--- src/rtl/rv_pkg.sv ---
// Shared RV core definitions used by the load/store sequencer:
// funct3 codes, byte-enable encodings and the split-access state type.
package rv_pkg;

   localparam logic [2:0] F3_LB  = 3'b000;
   localparam logic [2:0] F3_LH  = 3'b001;
   localparam logic [2:0] F3_LW  = 3'b010;
   localparam logic [2:0] F3_LBU = 3'b100;
   localparam logic [2:0] F3_LHU = 3'b101;
   localparam logic [2:0] F3_SB  = 3'b000;
   localparam logic [2:0] F3_SH  = 3'b001;
   localparam logic [2:0] F3_SW  = 3'b010;

   localparam logic [3:0] BE_B = 4'b0001;
   localparam logic [3:0] BE_H = 4'b0011;
   localparam logic [3:0] BE_W = 4'b1111;

   typedef enum logic [1:0] {
      IDLE,
      LD_HI,
      ST_BYTES
   } t_lsu_state;

   // Size-encoded byte enable; the memory wrapper applies the address offset.
   function automatic logic [3:0] sizeToByteEn(input logic [1:0] size);
      logic [3:0] be;
      case (size)
         2'b00:   be = BE_B;
         2'b01:   be = BE_H;
         default: be = BE_W;
      endcase
      return be;
   endfunction

endpackage

--- src/rtl/rv_lsu_load_merge.sv ---
// Combines two aligned words of a split load into the final load result:
// shift the 64-bit {hi, lo} by the byte offset, truncate to size, extend.
module rv_lsu_load_merge
   import rv_pkg::*;
(
   input  logic [31:0] i_hi,
   input  logic [31:0] i_lo,
   input  logic [1:0]  i_offset,
   input  logic [1:0]  i_size,
   input  logic        i_signed,
   output logic [31:0] o_data
);

   logic [63:0] w_cat;
   logic [63:0] w_shift;

   assign w_cat   = {i_hi, i_lo};
   assign w_shift = w_cat >> {i_offset, 3'b000};

   always_comb begin
      o_data = w_shift[31:0];
      case (i_size)
         F3_LB[1:0]: o_data = {{24{i_signed & w_shift[7]}}, w_shift[7:0]};
         F3_LH[1:0]: o_data = {{16{i_signed & w_shift[15]}}, w_shift[15:0]};
         default:    o_data = w_shift[31:0];
      endcase
   end

endmodule

--- src/rtl/rv_lsu_split.sv ---
// Load/store sequencer between the Q103H pipeline and rv_dmem_wrap; splits
// word-crossing loads into two word reads and stores into byte writes.
module rv_lsu_split
   import rv_pkg::*;
#(
   parameter bit SPLIT_EN = 1'b1,
   parameter int ADDR_W   = 32
) (
   input  logic              clk,
   input  logic              rst_n,
   input  logic              req_valid_Q103H,
   input  logic              req_wr_en_Q103H,
   input  logic [2:0]        req_funct3_Q103H,
   input  logic [ADDR_W-1:0] req_addr_Q103H,
   input  logic [31:0]       req_wr_data_Q103H,
   output logic              stall_Q103H,
   output logic              misaligned_Q103H,
   output logic [ADDR_W-1:0] dmem_addr_Q103H,
   output logic [31:0]       dmem_wr_data_Q103H,
   output logic              dmem_wr_en_Q103H,
   output logic [3:0]        dmem_byte_en_Q103H,
   output logic              dmem_is_signed_Q103H,
   input  logic [31:0]       dmem_rd_data_Q104H,
   output logic [31:0]       load_data_Q104H,
   output logic              load_valid_Q104H
);

   t_lsu_state        r_state;
   logic [1:0]        r_cnt;
   logic [31:0]       r_loBuf;
   logic              r_loadValid_Q104H;
   logic              r_split_Q104H;
   logic [1:0]        r_offset_Q104H;
   logic [1:0]        r_size_Q104H;
   logic              r_signed_Q104H;

   logic [1:0]        w_size;
   logic [1:0]        w_offset;
   logic              w_cross;
   logic              w_doSplit;
   logic [1:0]        w_lastByte;
   logic [ADDR_W-1:0] w_alignAddr;
   logic              w_loadIssue;
   logic              w_stall;
   logic              w_misaligned;
   logic [ADDR_W-1:0] w_addr;
   logic [31:0]       w_wrData;
   logic              w_wrEn;
   logic [3:0]        w_byteEn;
   logic              w_isSigned;
   logic [31:0]       w_merged;

   assign w_size      = req_funct3_Q103H[1:0];
   assign w_offset    = req_addr_Q103H[1:0];
   assign w_cross     = ((w_size == F3_LH[1:0]) && (w_offset == 2'b11)) ||
                        ((w_size == F3_LW[1:0]) && (w_offset != 2'b00));
   assign w_doSplit   = SPLIT_EN && req_valid_Q103H && w_cross;
   assign w_lastByte  = (req_funct3_Q103H == F3_SW) ? 2'd3 : 2'd1;
   assign w_alignAddr = {req_addr_Q103H[ADDR_W-1:2], 2'b00};

   always_comb begin
      w_stall      = 1'b0;
      w_misaligned = 1'b0;
      w_addr       = req_addr_Q103H;
      w_wrData     = req_wr_data_Q103H;
      w_wrEn       = req_valid_Q103H & req_wr_en_Q103H;
      w_byteEn     = sizeToByteEn(w_size);
      w_isSigned   = ~req_funct3_Q103H[2];
      w_loadIssue  = req_valid_Q103H & ~req_wr_en_Q103H;
      case (r_state)
         IDLE: begin
            w_misaligned = req_valid_Q103H & w_cross;
            if (w_doSplit) begin
               w_stall     = 1'b1;
               w_loadIssue = 1'b0;
               w_byteEn    = req_wr_en_Q103H ? BE_B : BE_W;
               w_isSigned  = 1'b0;
               if (req_wr_en_Q103H) begin
                  w_wrData = {24'b0, req_wr_data_Q103H[7:0]};
               end else begin
                  w_addr = w_alignAddr;
               end
            end
         end
         LD_HI: begin
            w_addr      = w_alignAddr + ADDR_W'(4);
            w_wrEn      = 1'b0;
            w_byteEn    = BE_W;
            w_isSigned  = 1'b0;
            w_loadIssue = 1'b1;
         end
         ST_BYTES: begin
            w_stall     = (r_cnt != w_lastByte);
            w_addr      = req_addr_Q103H + ADDR_W'(r_cnt);
            w_wrData    = {24'b0, req_wr_data_Q103H[{r_cnt, 3'b000} +: 8]};
            w_wrEn      = 1'b1;
            w_byteEn    = BE_B;
            w_isSigned  = 1'b0;
            w_loadIssue = 1'b0;
         end
         default: begin
            w_wrEn      = 1'b0;
            w_loadIssue = 1'b0;
         end
      endcase
   end

   // Reset must silence the request port at once, even mid-split, so the
   // combinational outputs are gated by rst_n as well as the state.
   assign stall_Q103H          = rst_n & w_stall;
   assign misaligned_Q103H     = rst_n & w_misaligned;
   assign dmem_addr_Q103H      = rst_n ? w_addr : '0;
   assign dmem_wr_data_Q103H   = rst_n ? w_wrData : '0;
   assign dmem_wr_en_Q103H     = rst_n & w_wrEn;
   assign dmem_byte_en_Q103H   = rst_n ? w_byteEn : 4'b0000;
   assign dmem_is_signed_Q103H = rst_n & w_isSigned;

   always_ff @(posedge clk or negedge rst_n) begin
      if (!rst_n) begin
         r_state           <= IDLE;
         r_cnt             <= 2'd0;
         r_loBuf           <= 32'd0;
         r_loadValid_Q104H <= 1'b0;
         r_split_Q104H     <= 1'b0;
         r_offset_Q104H    <= 2'd0;
         r_size_Q104H      <= 2'd0;
         r_signed_Q104H    <= 1'b0;
      end else begin
         r_loadValid_Q104H <= w_loadIssue;
         r_split_Q104H     <= (r_state == LD_HI);
         r_offset_Q104H    <= w_offset;
         r_size_Q104H      <= w_size;
         r_signed_Q104H    <= ~req_funct3_Q103H[2];
         case (r_state)
            IDLE: begin
               r_cnt <= 2'd0;
               if (w_doSplit) begin
                  r_state <= req_wr_en_Q103H ? ST_BYTES : LD_HI;
                  r_cnt   <= 2'd1;
               end
            end
            LD_HI: begin
               r_loBuf <= dmem_rd_data_Q104H;
               r_state <= IDLE;
            end
            ST_BYTES: begin
               if (r_cnt == w_lastByte) begin
                  r_state <= IDLE;
                  r_cnt   <= 2'd0;
               end else begin
                  r_cnt <= r_cnt + 2'd1;
               end
            end
            default: begin
               r_state <= IDLE;
               r_cnt   <= 2'd0;
            end
         endcase
      end
   end

   rv_lsu_load_merge u_merge (
      .i_hi     (dmem_rd_data_Q104H),
      .i_lo     (r_loBuf),
      .i_offset (r_offset_Q104H),
      .i_size   (r_size_Q104H),
      .i_signed (r_signed_Q104H),
      .o_data   (w_merged)
   );

   assign load_valid_Q104H = r_loadValid_Q104H;
   assign load_data_Q104H  = !rst_n        ? 32'd0 :
                             r_split_Q104H ? w_merged : dmem_rd_data_Q104H;

endmodule

--- config.mk ---
export PLATFORM = sky130hd
export DESIGN_NAME = rv_lsu_split
export DESIGN_NICKNAME = d
export VERILOG_FILES = /design/src/rtl/rv_pkg.sv /design/src/rtl/rv_lsu_load_merge.sv /design/src/rtl/rv_lsu_split.sv
export SDC_FILE = /design/constraint.sdc
export NUM_CORES = 1
export LEC_CHECK = 0
export CAP_MARGIN = 40
export CORE_ASPECT_RATIO = 0.5
export CORE_MARGIN = 2
export CORE_UTILIZATION = 46
export DETAILED_ROUTE_END_ITERATION = 10
export GPL_TIMING_DRIVEN = 0
export HOLD_SLACK_MARGIN = 0.03
export PLACE_DENSITY = 0.89
export SYNTH_ARGS = -nofsm -noshare
export SYNTH_HDL_FRONTEND = slang
export SYNTH_SLANG_ARGS = --single-unit
--- constraint.sdc ---
create_clock -name clk -period 6.1 [get_ports clk]
set_input_delay 1.83 -clock clk [delete_from_list [all_inputs] [get_ports clk]]
set_output_delay 1.83 -clock clk [all_outputs]
set_load 0.01 [all_outputs]
### Yosys cells after proc, flatten, opt, wreduce, memory -nomap -nowiden

Cells that the tools add are included.

* bits in registers: 43
* output and inout bits: 105
* word-level logic and storage cells: 77

* add/sub/neg operators: 3
* equality and inequality tests: 11
* shifts and indexed selects: 2
* muxes and demuxes: 32
* bitwise operators: 11
* reduce and logical (&&, ||, !) cells: 10

Operators with widths (number)
* $mux W32: 6
* $pmux W32 S2: 2
* $pmux W32 S3: 1
* $shr A64 B5 Y32: 1
* $add A32 B2 Y32: 1
* $add A32 B3 Y32 const B: 1
* $shiftx A32 B6 Y8: 1
* $mux W2: 7
* $mux W4: 3
* $pmux W4 S3: 1
* $and A1 B1 Y1: 9
* $pmux W1 S2: 4
* $pmux W4 S2: 1
* $eq A2 B1 Y1 const B: 3
* $eq A2 B2 Y1 const B: 3
* $logic_not A2 Y1: 3
* $pmux W2 S3: 1
* $mux W1: 5
* $ne A2 B2 Y1 const B: 2
* $pmux W2 S2: 1
* $eq A3 B2 Y1 const B: 1
* $logic_and A1 B1 Y1: 3
* $add A2 B1 Y2 const B: 1
* $eq A2 B2 Y1: 1
* 6 further kinds: 7

### Depth between registers and ports, before layout

* word-level depth: 7
* depth in mapped cells: 8
* gate-level depth less buffers: 7

### Modules after synthesis

A second synthesis with hierarchy kept.

* cell total of the unflattened synthesis: 592
* area, all modules: 4894.7 sq um

Modules (own cells, without submodules)
* rv_lsu_split: times used 1, cells each 492, area each 3791.1 sq um, sequential area each 1076.0 sq um
* rv_lsu_load_merge: times used 1, cells each 100, area each 1103.6 sq um, sequential area each 0.0 sq um

### Worst setup path before layout

No wires, ideal clock.

* kind: input -> output
* from: input port req_addr_Q103H[0]
* to: output port dmem_addr_Q103H[26]
* data arrival time: 3306 ps
* data required time: 4270 ps
* path slack: 964 ps
* cell stages on the path: 7
* path buffers: 0
* path through: ha_1 -> fa_1 -> nand3b_4 -> a2111oi_4 -> nand3_1 -> or3_1 -> a21oi_1

* cells in the longest elaborated chain, start to end: 3

RTL lines
* start, declared: line rv_lsu_split.sv:14 `input logic [ADDR_W-1:0] req_addr_Q103H,`
* $add A32 B2 Y32: line rv_lsu_split.sv:94 `w_addr = req_addr_Q103H + ADDR_W'(r_cnt);`
* $pmux W32 S3: line rv_lsu_split.sv:70 `case (r_state)`
* $mux W32: line rv_lsu_split.sv:112 `assign dmem_addr_Q103H = rst_n ? w_addr : '0;`
* end, declared: line rv_lsu_split.sv:18 `output logic [ADDR_W-1:0] dmem_addr_Q103H,`

No other way between the ends.

### Final worst setup path

* from: input port req_addr_Q103H[10]
* to: output port dmem_addr_Q103H[27]

* cells in the longest elaborated chain, start to end: 3
* elaborated cells on any way between the ends: 4

RTL lines (line)
* $add A32 B2 Y32 / $add A32 B3 Y32 (equally long branches): rv_lsu_split.sv:94, rv_lsu_split.sv:86
* $pmux W32 S3 *: rv_lsu_split.sv:70
* $mux W32 *: rv_lsu_split.sv:112

Every way passes the cells marked *; elsewhere a longest branch is shown, timed or not.

==> impl_metrics.py <==
metrics = {
    "run_status": {
        "status": "finished clean",
    },
    "timing": {
        "relSlewSlack": 0.365,
        "setup_tns_ps": 0,
        "fin_crit_ps": 6030,
        "fin_crit_sh": 0.988,
        "slew_violations": 0,
        "setup_viol": 0,
        "hold_viol": 0,
        "tightest_slew_ps": 948,
        "fmax_mhz": 166,
        "skew_ps": 6.47,
    },
    "power": {
        "p_sw_mw": 0.536,
        "clock_power_share": 0.212,
        "peakVddDrop_uv": 168,
        "p_int_mw": 0.924,
        "power.leakage_nw": 3.00,
        "power_frac_comb": 0.466,
        "seq_power_share": 0.322,
        "powerDensity_nw_per_um2": 212,
        "p_sw_frac": 0.367,
    },
    "placement": {
        "place_inst": 937,
        "port_buffers": 207,
        "globalplace.congestion": 0.968,
        "dpl.hpwl_microns": 12900,
    },
    "worst_setup_path": {
        "critPathKind": "in -> out",
        "cp.arrival_ps": 4200,
        "cp-end-kind": "primary output",
        "path_max_fanout": 10,
        "cp-start-kind": "input port",
        "required_ps": 4270,
    },
    "clocking": {
        "cts_tree": "built",
        "clk_latency_ps": 290,
        "clkSlewWorstSetupHoldPaths_ps": 60,
        "htreeDepth": 2,
        "hold_buffers": 0,
        "clock_path_buffers": 2,
        "cts-root-buf": "clkbuf_16",
        "cts_buffers": 5,
        "cts_sinks": 43,
    },
    "route": {
        "first_pass_iters": 6,
        "vias": 5434,
        "postRouteAntennaNets": 0,
        "wl_per_cell_microns": 17.6,
        "drc": 0,
        "drtIter0Drc": 505,
        "vias_per_cell": 5.73,
        "wl_microns": 16700,
    },
    "synthesis": {
        "ys_ff_latch": 43,
        "synth_nets": 715,
        "ys_top_cells_by_count": "nand2_1, nor2_1, o21ai_0, dfrtp_1, mux2i_1",
        "ys_top_cells_by_area": "dfrtp_1, mux2i_1, nand2_1, o21ai_0, nor2_1",
        "synthCells": 608,
        "mappedNetlistArea_sq_um": 4390,
        "synth.avg_cell_area_sq_um": 7.22,
        "seq_area_frac_synth": 0.245,
        "synthArstFlopShare": 1.00,
        "ys_warn_count": 0,
        "yosys_most_used_dff": "dfrtp_1",
        "synth_edf_count": 0,
        "synth_cell_types": 51,
        "synth_most_common_cell": "nand2_1",
        "synth_top_area_frac": 0.245,
        "synth.largest_area_cell": "dfrtp_1",
    },
    "grt": {
        "grt_pass1_wl_microns": 26000,
        "grt_overflow_total": 0,
        "grt_pass1_vias": 5251,
        "antenna_found_initial": 0,
        "grt_usage": 0.314,
        "grt_max_degree": 27,
    },
    "final_layout": {
        "drive_above_1_share": 0.0749,
        "seqCellArea_sq_um": 1080,
        "multi_input_area_sq_um": 3050,
        "final_cells": 949,
        "syn_to_final_growth_pct": 56.8,
        "num_antenna_cells": 0,
        "nFillCells": 724,
        "fin_nets": 934,
        "final_util": 0.736,
    },
    "floorplanning": {
        "die_w_microns": 142,
        "dieArea_sq_um": 10400,
        "core-area_sq_um": 9350,
        "die_h_microns": 73.1,
        "io_pins": 208,
        "rows": 25,
        "start_util": 0.470,
    },
    "flow_run": {
        "maxCapViolCount": 0,
    },
    "min_path": {
        "hold_path_class": "reg -> reg",
    },
}
[sequential cells by signal, indices dropped and copies added (netlist names)]
signal	flops
r_split_Q104H	1
r_size_Q104H	2
r_signed_Q104H	1
r_cnt	2
r_state	2
load_valid_Q104H	1
r_offset_Q104H	2
r_loBuf	32
[cells in the final DEF, fill, tap and decap left out, types with 4 or more instances in the layout]
master,count
nor2_1,62
mux2_2,20
nand3_1,17
xor2_1,18
mux2i_1,40
buf_2,11
clkbuf_16,5
clkbuf_1,27
clkdlybuf4s50_1,199
nand2_1,104
a211oi_1,4
dlymetal6s2s_1,4
o21ai_0,52
and2_1,26
o22ai_1,16
a21o_1,17
a21oi_1,33
nand4_1,9
dfrtp_1,43
inv_1,24
a22oi_1,6
nor2b_1,4
or3_1,5
o211ai_1,7
buf_1,7
and3_1,4
xnor2_1,5
nand2b_1,6
buf_4,9
[path summary, 6_finish.rpt]
path                            cells after the start                    from                 endpoint  slack, ps
worst min register to register                      2  r_loBuf[6]$_DFFE_PN0P_   r_loBuf[6]$_DFFE_PN0P_        480
worst min-delay path                                2  r_loBuf[6]$_DFFE_PN0P_   r_loBuf[6]$_DFFE_PN0P_        480
worst max-delay path                                8      req_addr_Q103H[10]      dmem_addr_Q103H[27]         70
max in group asynchronous                           2                   rst_n   r_loBuf[3]$_DFFE_PN0P_       4230
worst max register to register                      7  r_state[1]$_DFFE_PN0P_  r_loBuf[15]$_DFFE_PN0P_       4030
min in group asynchronous                           1                   rst_n   r_loBuf[0]$_DFFE_PN0P_       1420
[cell type report]
cell class	count	share of cell area
clock buffer	5	0.0182
buffer	49	0.0314
clock inverter	3	0.00636
tap	121	0.0220
multi-input combinational	491	0.443
sequential	43	0.156
timing repair buffer	213	0.310
inverter	24	0.0131
[stage by stage]
step	area, sq um	setup WS, ps	total power [mW]	hold WS [ps]
final	6890	73.8	1.46	478
after global routing	6890	-48.4	1.55	503
after global placement	6620	-1490	1.11	460
after detailed placement	6630	-320	1.13	462
after CTS	6850	28.6	1.45	478
after floorplan	4390	964	0.829	442
[power groups by stage]
stage | logic [mW] | clock network [mW] | registers, mW
floorplan | 0.381 | 0 | 0.449
global placement | 0.650 | 0 | 0.464
detailed placement | 0.663 | 0 | 0.471
CTS | 0.670 | 0.311 | 0.466
global route | 0.742 | 0.328 | 0.481
finish | 0.680 | 0.310 | 0.470
[critical path: stages]
cell and delay, ps:
clkdlybuf4s50_1 540, and4_2 290, and2_1 200, buf_4 190, nand2_1 50, or3_1 340, a21oi_1 160, clkdlybuf4s50_1 580
[cells by family (layout without fill, tap and decap cells)]
family / after synthesis / count (layout) / synth area share
adder cells (fa/ha/maj): 4 / 4 / 0.0131
flip-flops: 43 / 43 / 0.245
buffers and inverters: 74 / 294 / 0.0689
XOR/XNOR: 23 / 23 / 0.0459
AND/OR/NAND/NOR: 254 / 254 / 0.271
AO/OA/AOI/OAI: 149 / 149 / 0.211
multiplexers: 61 / 61 / 0.145
[metal layers]
metal / GRT usage / vias to the layer above / wire (microns)
li1: - / 2538 / -
met1: 0.402 / 2568 / 6720
met2: 0.550 / 293 / 8110
met3: 0.0591 / 35 / 1550
met4: 0.0933 / 0 / 291
met5: 0 / - / 0
[repair_timing]
item,CTS,global route
resized for setup,10,12
pin swaps,3,3
endpoints found under the setup margin,73,54
setup buffers,3,2
(Power assumes the default switching activity.)
==> variant, RTL diff (same settings) <==
The 3 states of `t_lsu_state` get a one-hot encoding in 3 bits.
--- a/src/rtl/rv_pkg.sv
+++ b/src/rtl/rv_pkg.sv
@@ -16,8 +16,8 @@
    localparam logic [3:0] BE_W = 4'b1111;
 
-   typedef enum logic [1:0] {
-      IDLE,
-      LD_HI,
-      ST_BYTES
+   typedef enum logic [2:0] {
+      IDLE     = 3'b001,
+      LD_HI    = 3'b010,
+      ST_BYTES = 3'b100
    } t_lsu_state;
 
Behaviour: same outputs for any inputs over 10 cycles, from zero or initial values and one cycle with rst_n low; not proved beyond that.
==> variant against the unedited design <==
  * Clock power grew 3%
  * Global-route usage is 0.070 points lower
  * Fmax up 0.19%
  * Critical path type unchanged
  * Sequential cell count increased by 1
  * Count of clock-buffer cells in the layout stayed put
  * Largest cell class unchanged
  * Cell count is 1.8% lower
  * Utilization rose by 0.86 points
  * Cell area rose by 3.9%
  * Routed wire length rose by 6.8%
  * Total power is 22% lower
  * Highest routed layer unchanged
  * Die area up 4.8%
  * Area after synthesis grew 5.0%
  * Worst setup slack improved by 11 ps
==> variant: results (changes against the unedited design) <==
.. list-table::
   :header-rows: 1

   * - Metric
     - Value
   * - GRT met1 Usage
     - 0.390 (was 0.402)
   * - Worst supply voltage drop on vdd
     - 0.100 mV (was 0.168 mV)
   * - Share of cell area taken by multi-input logic gates
     - 0.461 (was 0.443)
   * - Relative slew slack
     - 0.474 (was 0.365)
   * - Data arrival time of the worst path
     - 4180 ps (was 4200 ps)
   * - Ranking of synthesized cells by instance count
     - sky130_fd_sc_hd__nand2_1, sky130_fd_sc_hd__o21ai_0, sky130_fd_sc_hd__and2_1 (was sky130_fd_sc_hd__nand2_1, sky130_fd_sc_hd__nor2_1, sky130_fd_sc_hd__o21ai_0)
   * - HPWL reported at the end of detailed placement
     - 13,200 microns (was 12,900 microns)
   * - Vias per cell
     - 5.98 (was 5.73)
   * - Ratio of cells with drive above 1 in the final layout
     - 0.109 (was 0.0749)
   * - Netlist cell types
     - 58 (was 51)
   * - Routed length on met1
     - 6740 microns (was 6720 microns)
   * - Routed length per placed instance
     - 19.1 microns (was 17.6 microns)
   * - Number of nets at the end of the flow
     - 903 (was 934)
   * - Result of the run
     - finished, final reports clean (unchanged)
   * - Total met3 wirelength after detailed routing
     - 1820 microns (was 1550 microns)
   * - Inverters
     - 22 (was 24)
   * - Sequential Power
     - 0.382 mW (was 0.470 mW)
   * - Final non-clock buffer share
     - 0.325 (was 0.341)
   * - Sequential-to-total area share from yosys stat
     - 0.239 (was 0.245)
   * - Count of multi-input combinational gates
     - 466 (was 491)
   * - Yosys top cell area share
     - 0.233 (was 0.245)
   * - Number of global-route vias before repair
     - 5,280 (was 5,251)
   * - Post_cts resized
     - 17 (was 10)
   * - Maximum net fanout on the critical path
     - 7 (was 10)
   * - Dpl cells
     - 922 (was 937)
   * - Proportion of cell area spent on the clock network
     - 0.0240 (was 0.0245)
   * - Power Combinational
     - 0.433 mW (was 0.680 mW)
   * - Number of inserted filler cells in the final layout
     - 712 (was 724)
   * - Weighted congestion reported at the end of routability-driven placement
     - 0.983 (was 0.968)
   * - First-pass iteration count of the detailed router
     - 5 (was 6)
   * - Global-route usage over all layers
     - 0.314 (about the same)
   * - Combinational group share of total power
     - 0.382 (was 0.466)
   * - Total length of routed met2 wires
     - 8800 microns (was 8110 microns)
   * - Pin count of the biggest net entering global routing
     - 25 (was 27)
   * - Buffers excl. clock
     - 257 (was 262)
   * - Storage cell area
     - 0.00110 sq mm (was 0.00108 sq mm)
   * - Area of the core region
     - 0.00960 sq mm (was 0.00935 sq mm)
   * - Leakage Power
     - 2.83 nW (was 3.00 nW)
   * - Post-CTS setup buffers
     - 0 (was 3)
variant: path summary, 6_finish.rpt:
check | start | to | slack (ps) | cells after the start
max in group asynchronous | rst_n | r_state[0] | 4120 | 2
min | r_loBuf[0] | r_loBuf[0] | 480 | 2
max | req_addr_Q103H[10] | dmem_addr_Q103H[25] | 90 | 7
max reg2reg | r_state[1] | r_loBuf[31] | 3780 | 6
min in group asynchronous | rst_n | r_loBuf[28] | 1430 | 1
min reg2reg | r_loBuf[0] | r_loBuf[0] | 480 | 2
variant: logic make-up (layout without fill, tap and decap cells):
| group | after synthesis | after routing | share of synthesized area |
|---|---|---|---|
| AOI/OAI and AO/OA | 125 | 125 | 0.171 |
| buffers and inverters | 68 | 287 | 0.0610 |
| and+or+nand+nor | 264 | 264 | 0.288 |
| adders and majority gates | 4 | 4 | 0.0125 |
| muxes | 50 | 50 | 0.185 |
| xor gates and xnor gates | 23 | 23 | 0.0437 |
| DFF | 44 | 44 | 0.239 |
